`src/rtl/mc_ctrl_fsm_pkg.sv`:
```
// rtl/mc_ctrl_fsm_pkg.sv - shared encodings for the multi-cycle sequencer and decoder
package mc_ctrl_fsm_pkg;

    // RV32I major opcodes handled by the multi-cycle datapath
    localparam logic [6:0] OP_RTYPE  = 7'b0110011;
    localparam logic [6:0] OP_ITYPE  = 7'b0010011;
    localparam logic [6:0] OP_LUI    = 7'b0110111;
    localparam logic [6:0] OP_LOAD   = 7'b0000011;
    localparam logic [6:0] OP_STORE  = 7'b0100011;
    localparam logic [6:0] OP_BRANCH = 7'b1100011;
    localparam logic [6:0] OP_JAL    = 7'b1101111;

    // Next-PC select, shared with the datapath mux
    localparam logic [1:0] NPC_PLUS4  = 2'b00;
    localparam logic [1:0] NPC_BRANCH = 2'b01;
    localparam logic [1:0] NPC_JUMP   = 2'b10;

    // Register write-data select, driven by the decoder
    localparam logic [1:0] WD_ALU = 2'b00;
    localparam logic [1:0] WD_MEM = 2'b01;
    localparam logic [1:0] WD_PC4 = 2'b10;

    // Fault codes reported on trap_cause
    localparam logic [1:0] CAUSE_NONE    = 2'b00;
    localparam logic [1:0] CAUSE_ILLEGAL = 2'b01;
    localparam logic [1:0] CAUSE_BUS     = 2'b10;

    typedef enum logic [2:0] {
        ST_IDLE   = 3'd0,
        ST_FETCH  = 3'd1,
        ST_DECODE = 3'd2,
        ST_EXEC   = 3'd3,
        ST_MEM    = 3'd4,
        ST_WB     = 3'd5,
        ST_TRAP   = 3'd6
    } state_t;

    function automatic logic is_legal_op(input logic [6:0] op);
        case (op)
            OP_RTYPE, OP_ITYPE, OP_LUI, OP_LOAD,
            OP_STORE, OP_BRANCH, OP_JAL: is_legal_op = 1'b1;
            default:                     is_legal_op = 1'b0;
        endcase
    endfunction

endpackage

```
`src/rtl/mc_ctrl_fsm_if.sv`:
```
// rtl/mc_ctrl_fsm_if.sv - shared memory port handshake between sequencer and memory
interface mc_ctrl_fsm_if;
    logic mem_req;
    logic mem_we;
    logic addr_sel;
    logic mem_ready;

    modport master (
        output mem_req,
        output mem_we,
        output addr_sel,
        input  mem_ready
    );

    modport slave (
        input  mem_req,
        input  mem_we,
        input  addr_sel,
        output mem_ready
    );
endinterface

```
`src/rtl/mc_wait_timer.sv`:
```
// rtl/mc_wait_timer.sv - memory wait counter with timeout compare
module mc_wait_timer #(
    parameter int MEM_TIMEOUT = 16,
    parameter int CNT_W       = 8
) (
    input  logic clk,
    input  logic rstn,
    input  logic start,
    input  logic busy,
    input  logic ready,
    output logic expired
);

    localparam logic [CNT_W-1:0] LIMIT = CNT_W'(MEM_TIMEOUT - 1);

    logic [CNT_W-1:0] cnt_q;
    logic [CNT_W-1:0] cnt_d;

    // Clear on a new request or completion, otherwise count stalled request cycles
    always_comb begin
        cnt_d = cnt_q;
        if (start) begin
            cnt_d = '0;
        end else if (busy && ready) begin
            cnt_d = '0;
        end else if (busy) begin
            cnt_d = cnt_q + CNT_W'(1);
        end
    end

    // Counter register
    always_ff @(posedge clk or negedge rstn) begin
        if (!rstn) begin
            cnt_q <= '0;
        end else begin
            cnt_q <= cnt_d;
        end
    end

    // A ready arriving on the limit cycle is a normal completion, not a timeout
    assign expired = busy && !ready && (cnt_q == LIMIT);

endmodule

```
`src/rtl/mc_ctrl_fsm.sv`:
```
// rtl/mc_ctrl_fsm.sv - multi-cycle RV32I sequencer sharing one memory port
module mc_ctrl_fsm
    import mc_ctrl_fsm_pkg::*;
#(
    parameter int MEM_TIMEOUT = 16,
    parameter int CNT_W       = 8
) (
    input  logic                clk,
    input  logic                rstn,
    input  logic [6:0]          op,
    input  logic [2:0]          funct3,
    input  logic                zero,
    mc_ctrl_fsm_if.master       mem,
    output logic                ir_we,
    output logic                pc_we,
    output logic [1:0]          npc_sel,
    output logic                reg_we,
    output logic                retire,
    output logic                trap,
    output logic [1:0]          trap_cause,
    output logic [2:0]          state_o
);

    state_t     state_q, state_d;
    logic [1:0] cause_q, cause_d;
    logic       req, we, asel;
    logic       timer_start;
    logic       expired;
    logic       unused_funct3;

    // Branch type is not distinguished here; the decoder owns funct3 filtering
    assign unused_funct3 = ^funct3;

    // State and trap cause registers
    always_ff @(posedge clk or negedge rstn) begin
        if (!rstn) begin
            state_q <= ST_IDLE;
            cause_q <= CAUSE_NONE;
        end else begin
            state_q <= state_d;
            cause_q <= cause_d;
        end
    end

    // Next-state sequencing, including illegal-op and bus-timeout traps
    always_comb begin
        state_d = state_q;
        cause_d = cause_q;
        case (state_q)
            ST_IDLE:   state_d = ST_FETCH;
            ST_FETCH: begin
                if (mem.mem_ready) begin
                    state_d = ST_DECODE;
                end else if (expired) begin
                    state_d = ST_TRAP;
                    cause_d = CAUSE_BUS;
                end
            end
            ST_DECODE: begin
                if (is_legal_op(op)) begin
                    state_d = ST_EXEC;
                end else begin
                    state_d = ST_TRAP;
                    cause_d = CAUSE_ILLEGAL;
                end
            end
            ST_EXEC: begin
                if (op == OP_BRANCH) begin
                    state_d = ST_FETCH;
                end else if (op == OP_LOAD || op == OP_STORE) begin
                    state_d = ST_MEM;
                end else begin
                    state_d = ST_WB;
                end
            end
            ST_MEM: begin
                if (mem.mem_ready) begin
                    state_d = (op == OP_STORE) ? ST_FETCH : ST_WB;
                end else if (expired) begin
                    state_d = ST_TRAP;
                    cause_d = CAUSE_BUS;
                end
            end
            ST_WB:     state_d = ST_FETCH;
            ST_TRAP:   state_d = ST_TRAP;
            default:   state_d = ST_IDLE;
        endcase
    end

    // Strobes and memory handshake decoded from the current state
    always_comb begin
        req     = 1'b0;
        we      = 1'b0;
        asel    = 1'b0;
        ir_we   = 1'b0;
        pc_we   = 1'b0;
        npc_sel = NPC_PLUS4;
        reg_we  = 1'b0;
        retire  = 1'b0;
        trap    = 1'b0;
        case (state_q)
            ST_FETCH: begin
                req   = 1'b1;
                ir_we = mem.mem_ready;
            end
            ST_EXEC: begin
                if (op == OP_BRANCH) begin
                    pc_we   = 1'b1;
                    npc_sel = zero ? NPC_BRANCH : NPC_PLUS4;
                    retire  = 1'b1;
                end
            end
            ST_MEM: begin
                req  = 1'b1;
                asel = 1'b1;
                we   = (op == OP_STORE);
                if (mem.mem_ready && op == OP_STORE) begin
                    pc_we  = 1'b1;
                    retire = 1'b1;
                end
            end
            ST_WB: begin
                reg_we  = 1'b1;
                pc_we   = 1'b1;
                retire  = 1'b1;
                npc_sel = (op == OP_JAL) ? NPC_JUMP : NPC_PLUS4;
            end
            ST_TRAP:  trap = 1'b1;
            default:  ;
        endcase
    end

    assign mem.mem_req  = req;
    assign mem.mem_we   = we;
    assign mem.addr_sel = asel;
    assign trap_cause   = cause_q;
    assign state_o      = state_q;

    // Restart the wait count whenever a fresh memory request phase begins
    assign timer_start = (state_d == ST_FETCH || state_d == ST_MEM) && (state_d != state_q);

    mc_wait_timer #(
        .MEM_TIMEOUT (MEM_TIMEOUT),
        .CNT_W       (CNT_W)
    ) u_wait_timer (
        .clk     (clk),
        .rstn    (rstn),
        .start   (timer_start),
        .busy    (req),
        .ready   (mem.mem_ready),
        .expired (expired)
    );

endmodule

```
`src/flat_wrapper.sv`:
```
// flat-port wrapper written by rule: the top's interface ports become plain ports
module mc_ctrl_fsm_flat import mc_ctrl_fsm_pkg::*;
#(
    parameter int MEM_TIMEOUT = 16,
    parameter int CNT_W       = 8
)
  (clk, rstn, op, funct3, zero, ir_we, pc_we, npc_sel, reg_we, retire, trap, trap_cause, state_o, mem_mem_req, mem_mem_we, mem_addr_sel, mem_mem_ready);
  mc_ctrl_fsm_if mem_i ();
  input  logic clk;
  input  logic rstn;
  input  logic [6:0] op;
  input  logic [2:0] funct3;
  input  logic zero;
  output logic ir_we;
  output logic pc_we;
  output logic [1:0] npc_sel;
  output logic reg_we;
  output logic retire;
  output logic trap;
  output logic [1:0] trap_cause;
  output logic [2:0] state_o;
  output wire logic [$bits(mem_i.mem_req)-1:0] mem_mem_req;
  output wire logic [$bits(mem_i.mem_we)-1:0] mem_mem_we;
  output wire logic [$bits(mem_i.addr_sel)-1:0] mem_addr_sel;
  input wire logic [$bits(mem_i.mem_ready)-1:0] mem_mem_ready;
  assign mem_mem_req = mem_i.mem_req;
  assign mem_mem_we = mem_i.mem_we;
  assign mem_addr_sel = mem_i.addr_sel;
  assign mem_i.mem_ready = mem_mem_ready;
  mc_ctrl_fsm #(.MEM_TIMEOUT(MEM_TIMEOUT), .CNT_W(CNT_W)) u_core (.clk(clk), .rstn(rstn), .op(op), .funct3(funct3), .zero(zero), .mem(mem_i), .ir_we(ir_we), .pc_we(pc_we), .npc_sel(npc_sel), .reg_we(reg_we), .retire(retire), .trap(trap), .trap_cause(trap_cause), .state_o(state_o));
endmodule
```
`config.mk`:
```
export PLATFORM = sky130hd
export DESIGN_NAME = mc_ctrl_fsm_flat
export DESIGN_NICKNAME = d
export VERILOG_FILES = /design/src/rtl/mc_ctrl_fsm_pkg.sv /design/src/rtl/mc_ctrl_fsm_if.sv /design/src/rtl/mc_wait_timer.sv /design/src/rtl/mc_ctrl_fsm.sv /design/src/flat_wrapper.sv
export SDC_FILE = /design/constraint.sdc
export NUM_CORES = 1
export LEC_CHECK = 0
export ABC_AREA = 1
export BUFFER_PORTS_ARGS = -buffer_cell sky130_fd_sc_hd__buf_2
export CORE_MARGIN = 4
export CORE_UTILIZATION = 45
export DETAILED_ROUTE_END_ITERATION = 7
export PLACE_DENSITY = 0.74
export SLEW_MARGIN = 10
export SYNTH_ARGS = -nofsm -noshare
export SYNTH_HDL_FRONTEND = slang
export SYNTH_SLANG_ARGS = --single-unit
```
`constraint.sdc`:
```
create_clock -name clk -period 1.6 [get_ports clk]
set_input_delay 0.16 -clock clk [delete_from_list [all_inputs] [get_ports clk]]
set_output_delay 0.16 -clock clk [all_outputs]
set_load 0.03 [all_outputs]
```
; ---- Word level (Yosys, flattened, before mapping)
; Index checks and enable logic that the tools add are counted.
[word_totals]
ff_bits = 13
out_inout_bits = 15
[op_classes]
addsub = 1
eq_ne = 20
muxes = 30
reduce_logical = 15
[op_table]
columns = op, n
row1 = $mux 8, 3
row2 = $eq 7x6->1 const B, 3
row3 = $mux 3, 6
row4 = $pmux 3 s6, 1
row5 = $eq 7x7->1 const B, 2
row6 = $eq 3x3->1 const B, 4
row7 = $mux 1, 12
row8 = $mux 2, 5
row9 = $add 8x1->8 const B, 1
row10 = $eq 8x4->1 const B, 1
row11 = $pmux 2 s2, 2
row12 = $eq 7x2->1 const B, 1
row13 = $eq 7x5->1 const B, 1
row14 = $reduce_or 7->1, 1
row15 = $eq 3x1->1 const B, 2
row16 = $eq 3x2->1 const B, 2
row17 = $logic_and 1x1->1, 5
row18 = $ne 2x2->1 const B, 2
row19 = $reduce_and 4->1, 1
row20 = $reduce_or 2->1, 2
row21 = $logic_not 3->1, 1
row22 = $ne 3x3->1, 1
row23 = $pmux 1 s3, 1
row24 = $reduce_bool 3->1, 1
row25 = other kinds (4), 5

; ---- Depth between registers and ports, before layout
[depth]
ltp_word = 12
depth_mapped = 12

; ---- Modules after synthesis
; From an unflattened synthesis, not the netlist that was laid out.
[unflattened]
cells_unflattened = 164
area_unflattened_um2 = 1028.5
[modules_own_cells]
columns = mod, instances, cells_each, area_each_um2, seq_area_each_um2
row1 = mc_ctrl_fsm, 1, 95, 541.8, 125.1
row2 = mc_wait_timer, 1, 69, 486.7, 200.2

; ---- Worst setup path after synthesis
; OpenSTA, ideal clock, no wires.
[synth_path]
path_kind = register -> output
from = register u_core.state_q[0] (netlist: u_core.state_o[0])
to = output npc_sel[1]
arrival_ps = 1815
required_ps = 1440
slack_ps = -375
path_stages_with_launch = 5
cell_sequence = dfrtp_1 > inv_1 > nor2_2 > nand2_1 > nor4_1
[synth_between]
elab_chain_len = 2
[synth_lines]
columns = element, line_no
row1 = "start, declared", mc_ctrl_fsm.sv:24  ; state_t state_q, state_d;
row2 = "start signal, assigned", mc_ctrl_fsm.sv:40  ; state_q <= state_d;
row3 = $eq 3x3->1 / $eq 3x2->1 (equally long branches), mc_ctrl_fsm.sv:101  ; case (state_q)
row4 = $pmux 2 s2 *, mc_ctrl_fsm.sv:101
row5 = "end, declared", flat_wrapper.sv:16  ; output logic [1:0] npc_sel;
; Mark *: on every way between the ends. The rest lies on a longest branch, timed or not.

; ---- Final worst setup path
[layout_path]
from = register u_core.state_q[0] (netlist: u_core.state_o[0])
to = register u_core.u_wait_timer.cnt_q[6]
[layout_between]
elab_chain_len = 12
[layout_lines]
columns = element, line_no
row1 = $eq 3x1->1 / $eq 3x3->1 (equally long branches), "mc_ctrl_fsm.sv:49, mc_ctrl_fsm.sv:101"
row2 = $reduce_or 2->1 (no line), --
row3 = $mux 1, mc_ctrl_fsm.sv:101
row4 = $logic_and 1x1->1 (2 in series), mc_wait_timer.sv:41  ; assign expired = busy && !ready && (cnt_q == LIMIT);
row5 = $mux 3, "mc_ctrl_fsm.sv:54, mc_ctrl_fsm.sv:79"
row6 = $mux 3 (on tied branches), "mc_ctrl_fsm.sv:77, mc_ctrl_fsm.sv:52"
row7 = $pmux 3 s6, mc_ctrl_fsm.sv:49  ; case (state_q)
row8 = $eq 3x1->1 / $eq 3x3->1 (equally long branches), mc_ctrl_fsm.sv:140  ; assign timer_start = (state_d == ST_FETCH || state_d == ST_MEM) && (state_d != state_q);
row9 = $logic_or 1x1->1, mc_ctrl_fsm.sv:140
row10 = $logic_and 1x1->1, mc_ctrl_fsm.sv:140
row11 = $reduce_bool 3->1 (no line) / $mux 8 (equally long branches), --
row12 = "end signal, assigned", mc_wait_timer.sv:36  ; cnt_q <= cnt_d;
row13 = "end, declared", mc_wait_timer.sv:16  ; logic [CNT_W-1:0] cnt_q;
; Parallel ways exist; a longest one is shown, timed or not.
; A chain may end at the register's enable or synchronous reset.

==> results.md <==
- Final cycle utilization of the critical path: 1.070
- FILL cells: 144
- Total number of H-tree levels: 1
- Pwr dens: 1830 nW/um^2
- Most common cell after layout, fill and taps aside: buf_4
- Critical-path maximum fanout: 8
- # rows: 16
- Synth area leader: dfrtp_1
- Final Non-Filler Cells: 241
- Total GRT Usage: 0.2046
- Largest cells by area after synthesis: dfrtp_1 (33%), nand2_1 (14%), nor2_1 (12%), inv_1 (9.5%), nand3_1 (6.1%)
- Diodes inserted: 0
- Relative slew slack: 0.7627
- YS warnings: 0
- Initial DRT Pass Iterations: 4
- Hold WC Path Type: in2async
- Critical path class: reg2reg
- Post-route setup TNS: -1053 ps
- Post-DP HPWL: 2050 um
- Slew Limit Fails: 0
- Mean Syn Cell Area: 6.304 um^2
- Final ANT Viol Nets: 0
- Unique masters post-synth: 25
- Share of cells above drive strength 1: 0.4673
- Bufs on Longest Clock Path: 2
- Core region area: 2022 um^2
- Number of clock sinks: 13
- Arr. time, crit path: 1880 ps
- CP Cell Sequence: inv_2, nor2_4, nand2_2, nand2_4, nand2_4, o21ai_0, a21oi_1, nand2_2, nor2_4, nor2_1
- Clock Latency Late Sink: 280 ps
- CTS buffer count: 3
- Die Y-Extent: 54.75 um
- Most frequent cells in the layout: buf_4 (29), nand2_1 (28), nor2_1 (25)
- CP Capture Type: register
- Synthesized flop and latch total: 13
- Cell Area, Synth: 983.4 um^2
- Crit path time final: 1712 ps
- Max VDD drop: 0.001454 V
- Placer Congestion: 0.8440
- # DRC: 0
- Vias per cell: 5.402
- Critical path required time: 1770 ps
- Number of global-route vias before repair: 1088
- Syn Inst Count: 156
- Initial DRC Count: 75
- # port buffers: 25
- Post-synthesis sequential area ratio: 0.3308
- Vias: 1302
- Yosys top cell area share: 0.3308
- Lkg Pwr: 0.0008339 uW
- Placed Cells: 217
- Tot Pwr: 2874 uW
- Mapped Nets: 171
- Least-Margin Pin Slew: 352.3 ps
- Status: complete, but fails checks
- Routed len/inst: 14.95 um
- CTS tree: built
- Min setup slack post-route: -111.9 ps
- Grt ovf: 0
- Pre-CTS WS: -51.63 ps
- Initial antenna violation count: 0
- Startpoint types: register
- Nets@finish: 230
- CP peak stage delay: 470 ps
- Hold Vio Cnt, Final: 0
- Num ports: 29
- Area added between synthesis and finish: 59.67%
- Clk slew on worst S/H paths: 90 ps
- Die area: 2998 um^2
- Slowest-stage cell, CP: dfrtp_2
- Skew final: 7.321 ps
- Root Buffer: clkbuf_4
- Routed WL: 3603 um
- Largest net degree at the start of global routing: 14
- Setup violations, final: 14
- First-pass GRT wire length: 4485 um
- R2R Setup Slk: -110 ps
- Die Width: 54.75 um
- Initial Util: 0.4864
- RSZ-0062 raised after global routing: yes
- Failing checks: negative setup slack
- Max Cap Viol: 0
- Fmax: 584.1 MHz
routing by layer:
metal / vias to the layer above / global-route usage / wire (um)
met5: - / 0 / 0
met3: 13 / 0.02452 / 250
li1: 611 / - / -
met1: 608 / 0.2617 / 1416
met2: 70 / 0.3602 / 1810
met4: 0 / 0.04979 / 126
flip-flops by register name (all words and copies together) (netlist names):
register                   count
u_core.state_o                 3
u_core.trap_cause              2
u_core.u_wait_timer.cnt_q      8
worst max-delay path: cells and delay by family (launching register included):
family | cells | cell delay [ps]
buffers and inverters | 1 | 120
AOI/OAI and AO/OA | 2 | 300
DFF | 1 | 470
and+or+nand+nor | 7 | 710
final cells by class:
type | count | area [um^2] | area share
multi-input cells | 116 | 693.2 | 0.4414
repair buffers | 55 | 390.4 | 0.2486
flip-flops and latches | 13 | 329.1 | 0.2096
inverters | 26 | 97.59 | 0.06215
well taps | 27 | 33.78 | 0.02151
clock buffers | 4 | 26.28 | 0.01673
metrics by stage:
| step | instance area [um^2] | util | hold WS [ps] |
|---|---|---|---|
| 4_1_cts | 1366 | 0.6757 | 295.0 |
| 2_1_floorplan | 998.5 | - | -135.6 |
| 6_report | 1570 | 0.7766 | 290.2 |
| 3_3_place_gp | 1225 | 0.6058 | 62.74 |
| 3_5_place_dp | 1225 | 0.6058 | 68.35 |
| 5_1_grt | 1570 | 0.7766 | 323.3 |
synth_stat cells (all sizes together):
| master | n |
|---|---|
| dfrtp | 13 |
| nand3 | 13 |
| o22ai | 1 |
| ha | 1 |
| a21oi | 9 |
| buf | 1 |
| nor2 | 34 |
| nor4 | 1 |
| a31o | 1 |
| o21ai | 7 |
| nor3 | 2 |
| inv | 26 |
| o211ai | 2 |
| nand2 | 41 |
| xnor2 | 2 |
| nand4 | 1 |
| nor3b | 1 |
where the power goes:
| part | total [uW] | switching (uW) | internal (uW) |
|---|---|---|---|
| Combinational | 2160 | 1260 | 901 |
| Clock | 216 | 119 | 96.7 |
| Sequential | 500 | 97.5 | 402 |
| Total | 2870 | 1470 | 1400 |
logic make-up (layout without fill, tap and decap cells):
| group | after synthesis | in the layout | synth area share |
|---|---|---|---|
| compound gates | 20 | 20 | 0.1158 |
| fa+ha+maj | 1 | 1 | 0.01272 |
| xor+xnor | 2 | 2 | 0.01781 |
| buf+inv | 27 | 85 | 0.1069 |
| flops | 13 | 13 | 0.3308 |
| simple gates | 93 | 93 | 0.4160 |
final timing paths:
kind / endpoint / from / cells after the start
worst min-delay path: u_core.u_wait_timer.cnt_q[7]$_DFFE_PN0P_ / rstn / 2
max in group asynchronous: u_core.state_o[1]$_DFF_PN0_ / rstn / 2
worst max-delay path: u_core.u_wait_timer.cnt_q[6]$_DFFE_PN0P_ / u_core.state_o[0]$_DFF_PN0_ / 10
worst min register to register: u_core.trap_cause[0]$_DFFE_PN0P_ / u_core.trap_cause[0]$_DFFE_PN0P_ / 2
worst max register to register: u_core.u_wait_timer.cnt_q[6]$_DFFE_PN0P_ / u_core.state_o[0]$_DFF_PN0_ / 10
min in group clk: u_core.state_o[2]$_DFF_PN0_ / mem_mem_ready / 5
what timing repair did:
item | 4_1_cts | 5_1_grt
pin swaps | 5 | 13
endpoints found under the hold margin | 13 | 0
buffers inserted | 9 | 10
hold buffers | 1 | 0
endpoints found under the setup margin | 13 | 17
gates resized for setup | 13 | 36
Power figures use the tool's default switching activity.
